## config.mk

```make
export PLATFORM = sky130hd
export DESIGN_NAME = ecc_engine_ctrl
export DESIGN_NICKNAME = d
export VERILOG_FILES = /design/src/rtl/ecc_engine_ctrl.sv
export SDC_FILE = /design/constraint.sdc
export NUM_CORES = 1
export LEC_CHECK = 0
export BUFFER_PORTS_ARGS = -buffer_cell sky130_fd_sc_hd__buf_4
export CAP_MARGIN = 40
export CELL_PAD_IN_SITES_DETAIL_PLACEMENT = 0
export CELL_PAD_IN_SITES_GLOBAL_PLACEMENT = 1
export CORE_MARGIN = 2
export CORE_UTILIZATION = 39
export CTS_CLUSTER_SIZE = 25
export DETAILED_ROUTE_END_ITERATION = 7
export PLACE_DENSITY_LB_ADDON = 0.1
export SLEW_MARGIN = 30
export SYNTH_ARGS = -nofsm -noshare
export SYNTH_HDL_FRONTEND = slang
export SYNTH_SLANG_ARGS = --single-unit
```

## constraint.sdc

```tcl
create_clock -name clk -period 5.15 [get_ports clk]
set_input_delay 0.2575 -clock clk [delete_from_list [all_inputs] [get_ports clk]]
set_output_delay 0.2575 -clock clk [all_outputs]
set_load 0.005 [all_outputs]
```

## src/rtl/ecc_engine_ctrl.sv

```systemverilog
// SECDED (extended Hamming) engine: encode, decode or full channel on 8/16-bit codewords.
// Operands are captured on CTRL_ready; the result, error count and a done pulse are registered.
module ecc_engine_ctrl #(
    parameter int unsigned AMBA_WORD = 16
) (
    input  logic                 clk,
    input  logic                 reset,
    input  logic [AMBA_WORD-1:0] CTRL,
    input  logic [AMBA_WORD-1:0] DATA_IN,
    input  logic [AMBA_WORD-1:0] CODEWORD_WIDTH,
    input  logic [AMBA_WORD-1:0] NOISE,
    input  logic                 CTRL_ready,
    output logic [AMBA_WORD-1:0] data_out,
    output logic [1:0]           num_of_errors,
    output logic                 operation_done,
    output logic                 busy
);

    localparam int unsigned CW_W  = 16;
    localparam int unsigned DW_W  = 11;
    localparam int unsigned SYN_W = 4;

    localparam logic [1:0] OP_ENC  = 2'd0;
    localparam logic [1:0] OP_DEC  = 2'd1;
    localparam logic [1:0] OP_FULL = 2'd2;

    typedef enum logic [2:0] {
        S_IDLE,
        S_ENC,
        S_NOISE,
        S_SYND,
        S_CORR,
        S_DONE
    } state_t;

    state_t            state_q, state_d;
    logic [1:0]        op_q;
    logic              wide_q;
    logic [DW_W-1:0]   data_q;
    logic [CW_W-1:0]   noise_q;
    logic [CW_W-1:0]   cw_q;
    logic [SYN_W-1:0]  syn_q;
    logic              par_q;
    logic              start;
    logic [CW_W-1:0]   enc_cw;
    logic [CW_W-1:0]   cap_mask;
    logic [AMBA_WORD-1:0] res_d;
    logic [1:0]        err_d;
    logic              unused_bits;

    assign unused_bits = ^{CTRL[AMBA_WORD-1:2], CODEWORD_WIDTH[AMBA_WORD-1:1]};

    // Data bit j sits at the j-th non-power-of-two position; 8-bit codewords stop at position 7.
    function automatic logic [CW_W-1:0] encode(input logic [DW_W-1:0] d, input logic wide);
        logic [CW_W-1:0] cw;
        logic [3:0]      j;
        logic            p;
        cw = '0;
        j  = '0;
        for (int i = 1; i < 16; i++) begin
            if (((i & (i - 1)) != 0) && (wide || (i < 8))) begin
                cw[4'(i)] = d[j];
                j         = j + 4'd1;
            end
        end
        for (int k = 0; k < 4; k++) begin
            p = 1'b0;
            for (int i = 1; i < 16; i++) begin
                if (((i >> k) & 1) != 0) p = p ^ cw[4'(i)];
            end
            cw[4'(1 << k)] = p;
        end
        cw[0] = ^cw[CW_W-1:1];
        return cw;
    endfunction

    function automatic logic [DW_W-1:0] extract(input logic [CW_W-1:0] cw, input logic wide);
        logic [DW_W-1:0] d;
        logic [3:0]      j;
        d = '0;
        j = '0;
        for (int i = 1; i < 16; i++) begin
            if (((i & (i - 1)) != 0) && (wide || (i < 8))) begin
                d[j] = cw[4'(i)];
                j    = j + 4'd1;
            end
        end
        return d;
    endfunction

    function automatic logic [SYN_W:0] syndrome(input logic [CW_W-1:0] cw);
        logic [SYN_W-1:0] s;
        s = '0;
        for (int i = 1; i < 16; i++) begin
            if (cw[4'(i)]) s = s ^ 4'(i);
        end
        return {s, ^cw};
    endfunction

    assign start    = CTRL_ready && ((state_q == S_IDLE) || (state_q == S_DONE));
    assign cap_mask = CODEWORD_WIDTH[0] ? 16'hFFFF : 16'h00FF;
    assign enc_cw   = encode(data_q, wide_q);

    // State register
    always_ff @(posedge clk) begin
        if (reset) state_q <= S_IDLE;
        else       state_q <= state_d;
    end

    // Next-state logic; DONE accepts a new op directly for back-to-back operation
    always_comb begin
        state_d = state_q;
        case (state_q)
            S_IDLE, S_DONE: begin
                if (CTRL_ready) begin
                    case (CTRL[1:0])
                        OP_ENC, OP_FULL: state_d = S_ENC;
                        OP_DEC:          state_d = S_SYND;
                        default:         state_d = S_DONE;
                    endcase
                end else begin
                    state_d = S_IDLE;
                end
            end
            S_ENC:   state_d = (op_q == OP_FULL) ? S_NOISE : S_DONE;
            S_NOISE: state_d = S_SYND;
            S_SYND:  state_d = S_CORR;
            S_CORR:  state_d = S_DONE;
            default: state_d = S_IDLE;
        endcase
    end

    // Result computation; reserved ops reach DONE from IDLE/DONE and so report zero
    always_comb begin
        logic [CW_W-1:0] fixed;
        res_d = '0;
        err_d = 2'd0;
        fixed = cw_q;
        case (state_q)
            S_ENC: begin
                if (op_q == OP_ENC) res_d = AMBA_WORD'(enc_cw);
            end
            S_CORR: begin
                if (par_q) begin
                    fixed[syn_q] = ~fixed[syn_q];
                    err_d        = 2'd1;
                end else if (syn_q != '0) begin
                    err_d = 2'd2;
                end
                res_d = AMBA_WORD'(extract(fixed, wide_q));
            end
            default: ;
        endcase
    end

    // Operand capture and the codeword working register
    always_ff @(posedge clk) begin
        if (reset) begin
            op_q    <= '0;
            wide_q  <= 1'b0;
            data_q  <= '0;
            noise_q <= '0;
            cw_q    <= '0;
            syn_q   <= '0;
            par_q   <= 1'b0;
        end else begin
            if (start) begin
                op_q    <= CTRL[1:0];
                wide_q  <= CODEWORD_WIDTH[0];
                data_q  <= DATA_IN[DW_W-1:0] & (CODEWORD_WIDTH[0] ? 11'h7FF : 11'h00F);
                noise_q <= NOISE[CW_W-1:0] & cap_mask;
                cw_q    <= DATA_IN[CW_W-1:0] & cap_mask;
            end
            case (state_q)
                S_ENC:   cw_q <= enc_cw;
                S_NOISE: cw_q <= cw_q ^ noise_q;
                S_SYND:  {syn_q, par_q} <= syndrome(cw_q);
                default: ;
            endcase
        end
    end

    // Registered outputs; results load only on entry to DONE
    always_ff @(posedge clk) begin
        if (reset) begin
            data_out       <= '0;
            num_of_errors  <= 2'd0;
            operation_done <= 1'b0;
            busy           <= 1'b0;
        end else begin
            operation_done <= (state_d == S_DONE);
            busy           <= (state_d == S_ENC) || (state_d == S_NOISE) ||
                              (state_d == S_SYND) || (state_d == S_CORR);
            if ((state_d == S_DONE) && ((state_q != S_DONE) || start)) begin
                data_out      <= res_d;
                num_of_errors <= err_d;
            end
        end
    end

endmodule

```

==> load_flow_metrics.sql <==
INSERT INTO impl_metrics (metric_group, metric, value, unit) VALUES
('logic_synthesis', 'yosys_warnings', '0', ''),
('logic_synthesis', 'ys_top_cells_by_area', 'sky130_fd_sc_hd__dfxtp_1 (41%), sky130_fd_sc_hd__xnor2_1 (7.7%), sky130_fd_sc_hd__nand2_1 (5.5%)', ''),
('timing', 'unrepaired_setup_endpoints_after_global_routing', 'no', ''),
('detailed_routing', 'via_per_inst', '5.06', ''),
('timing', 'hold_viol_final', '0', ''),
('detailed_routing', 'num_vias', '2323', ''),
('timing', 'setup_viol', '0', ''),
('detailed_routing', 'drt_iter0_drc', '84', ''),
('timing', 'min_period', '2.15', 'ns'),
('global_route', 'groute.usage.overall', '17.7', '%'),
('worst_setup_path', 'cp_slowest_cell', 'sky130_fd_sc_hd__dfxtp_1', ''),
('logic_synthesis', 'ys_top_cells_by_count', 'sky130_fd_sc_hd__dfxtp_1 (56), sky130_fd_sc_hd__nand2_1 (40), sky130_fd_sc_hd__a21oi_1 (29), sky130_fd_sc_hd__xnor2_1 (24), sky130_fd_sc_hd__nor2_1 (23)', ''),
('logic_synthesis', 'async_flop_share', '0', '%'),
('timing', 'maxSlewHeadroom', '52.3', '%'),
('die', 'placementRows', '30', ''),
('detailed_routing', 'routed_wire_length_per_instance', '14.3', 'um'),
('worst_setup_path', 'timing.critical_path.required', '5.36', 'ns'),
('timing', 'setup_tns', '0', 'ns'),
('global_route', 'first_global_vias', '2065', ''),
('worst_setup_path', 'critPathArrivalTime', '2.37', 'ns'),
('layout', 'num_antenna_cells', '0', ''),
('worst_setup_path', 'timing.critical_path.mode_cell', 'sky130_fd_sc_hd__nand2b_1', ''),
('power_and_ir_drop', 'ir_worst_vdd', '0.135', 'mV'),
('die', 'floorplan.die.height', '87.7', 'um'),
('clock_network', 'postCtsHoldBufs', '0', ''),
('clock_network', 'cts_inserted_buffers', '5', ''),
('detailed_routing', 'drt_first_pass_iters', '4', ''),
('die', 'design.portCount', '87', ''),
('power_and_ir_drop', 'p_per_area', '362', 'nW/um^2'),
('detailed_routing', 'detail_route.wirelength', '6.56', 'mm'),
('clock_network', 'cts_post_setup_buffers_inserted', '0', ''),
('worst_setup_path', 'startpoint_type', 'flop', ''),
('logic_synthesis', 'synthFlopType', 'sky130_fd_sc_hd__dfxtp_1', ''),
('die', 'core_area', '6790', 'um^2'),
('layout', 'flow.area_growth_from_synthesis', '17.9', '%'),
('logic_synthesis', 'post-synth-top-area-cell', 'sky130_fd_sc_hd__dfxtp_1', ''),
('clock_network', 'library_cell_used_as_clock_root_buffer', 'sky130_fd_sc_hd__clkbuf_8', ''),
('worst_setup_path', 'worstPathBufferInverterCount', '0', ''),
('global_route', 'gr-total-overflow', '0', ''),
('run', 'drv.max_cap_violation_count', '0', ''),
('clock_network', 'cts_tree', 'yes', ''),
('clock_network', 'clock_sinks', '56', ''),
('logic_synthesis', 'post-synth-top-count-cell', 'sky130_fd_sc_hd__dfxtp_1', ''),
('worst_setup_path', 'crit_path_max_fanout', '18', ''),
('detailed_routing', 'route.detailed.drc', '0', ''),
('layout', 'drive_gt1_share', '17.6', '%'),
('logic_synthesis', 'synth.ff_latch_count', '56', ''),
('logic_synthesis', 'combined_area_of_all_synthesized_cells', '2730', 'um^2'),
('die', 'start_util', '40.2', '%'),
('timing', 'timing.final.max_slew_violations', '0', ''),
('logic_synthesis', 'post-synth-top-area-fraction', '41.1', '%'),
('clock_network', 'clock_tree.htree_level_count', '2', ''),
('clock_network', 'post_cts_resize_count', '0', ''),
('die', 'floorplan.die_area', '7690', 'um^2'),
('clock_network', 'clock_latency', '0.31', 'ns'),
('logic_synthesis', 'yosys.cell_types.count', '41', ''),
('layout', 'post_layout_nets', '429', ''),
('global_route', 'antenna_found_initial', '0', ''),
('timing', 'finClkSkew', '0.00488', 'ns'),
('timing', 'hold-worst-slack', '0.181', 'ns'),
('global_route', 'maximum_number_of_pins_on_one_net_before_global_route_repair', '50', ''),
('die', 'die-width', '87.7', 'um'),
('detailed_routing', 'ant_nets', '0', ''),
('worst_setup_path', 'timing.critical_path.to_type', 'flop', ''),
('place', 'globalplace.congestion', '0.749', ''),
('clock_network', 'clk_transition_reported_paths', '0.10', 'ns'),
('worst_setup_path', 'critical_path.cell_chain', 'nor2b_1 -> nand2b_1 -> o21ai_0 -> nand2b_1 -> and3_1', ''),
('worst_setup_path', 'path_delay_family', 'simple AND/OR/NAND/NOR gates', ''),
('run_status', 'status', 'finished clean', ''),
('logic_synthesis', 'synth_enable_flop_cells', '0', ''),
('timing', 'worst_pin_slew', '0.712', 'ns');
[per-stage QoR]
stage	power, mW	cells	instance area (um^2)	utilization (%)	setup slack, ns
2_1_floorplan	0.776	335	2760	-	3.51
3_3_place_gp	0.860	451	3090	45.4	2.94
3_5_place_dp	0.863	451	3090	45.5	3.02
4_1_cts	1.18	459	3220	47.4	2.99
5_1_grt	1.24	459	3220	47.4	2.81
6_report	1.17	459	3220	47.4	3.00
[state kept, by name (all words and copies together) (netlist names)]
name            cells
cw_q               16
noise_q            16
data_out            7
data_q              4
state_q             3
syn_q               3
num_of_errors       2
op_q                2
busy                1
operation_done      1
par_q               1
[final timing paths]
check             startpoint    endpoint  slack, ns  cells after the start
hold reg to reg   noise_q[8]  noise_q[8]       0.47                      2
hold / removal      NOISE[2]  noise_q[2]       0.18                      3
setup / recovery  state_q[1]     cw_q[3]       3.00                      5
setup reg to reg  state_q[1]     cw_q[3]       3.00                      5
[worst register-to-register path, stage by stage, from the launching register on]
cell	delay, ns
sky130_fd_sc_hd__dfxtp_1	0.60
sky130_fd_sc_hd__nor2b_1	0.44
sky130_fd_sc_hd__nand2b_1	0.48
sky130_fd_sc_hd__o21ai_0	0.33
sky130_fd_sc_hd__nand2b_1	0.08
sky130_fd_sc_hd__and3_1	0.14
[cells by family after synthesis]
kind of cell	after synthesis	synth area share, %
flip-flops	56	41.1
AO/OA/AOI/OAI	95	24.0
XOR/XNOR	28	8.98
other	1	0.137
buffers and inverters	46	8.39
AND/OR/NAND/NOR	101	17.5
[layer usage]
metal / GRT usage (%) / wire [um]
met1: 25.8 / 3310
met2: 27.1 / 2940
met3: 3.58 / 235
met4: 4.20 / 70
met5: 0 / 0
[placed cells by master, fill, tap and decap left out, drive strengths merged, types with 2 or more instances in the layout]
| cell type | instances |
|---|---|
| a211oi | 3 |
| a21oi | 29 |
| a221oi | 4 |
| a22o | 7 |
| a22oi | 10 |
| a31oi | 3 |
| a32o | 8 |
| a32oi | 5 |
| and3 | 3 |
| buf | 50 |
| clkbuf | 7 |
| conb | 9 |
| dfxtp | 56 |
| inv | 16 |
| nand2 | 40 |
| nand2b | 4 |
| nand3 | 11 |
| nand4b | 3 |
| nor2 | 23 |
| nor2b | 3 |
| nor3 | 4 |
| nor3b | 5 |
| o21a | 2 |
| o21ai | 20 |
| o2bb2ai | 2 |
| xnor2 | 24 |
| xor2 | 4 |
[area by class of cell]
| type | count | area [um^2] |
|---|---|---|
| Timing Repair Buffer | 50 | 375 |
| Sequential cell | 56 | 1120 |
| Inverter | 16 | 60.1 |
| Tap cell | 96 | 120 |
| Fill cell | 669 | 3580 |
| Multi-Input combinational cell | 233 | 1420 |
| Clock buffer | 7 | 96.3 |
| Clock inverter | 1 | 30.0 |
[power breakdown]
group	leakage [nW]	internal, mW	switching [mW]
registers	0.457	0.476	0.0535
clock network	0.0645	0.172	0.145
logic	0.667	0.148	0.173
(Power assumes the default switching activity.)
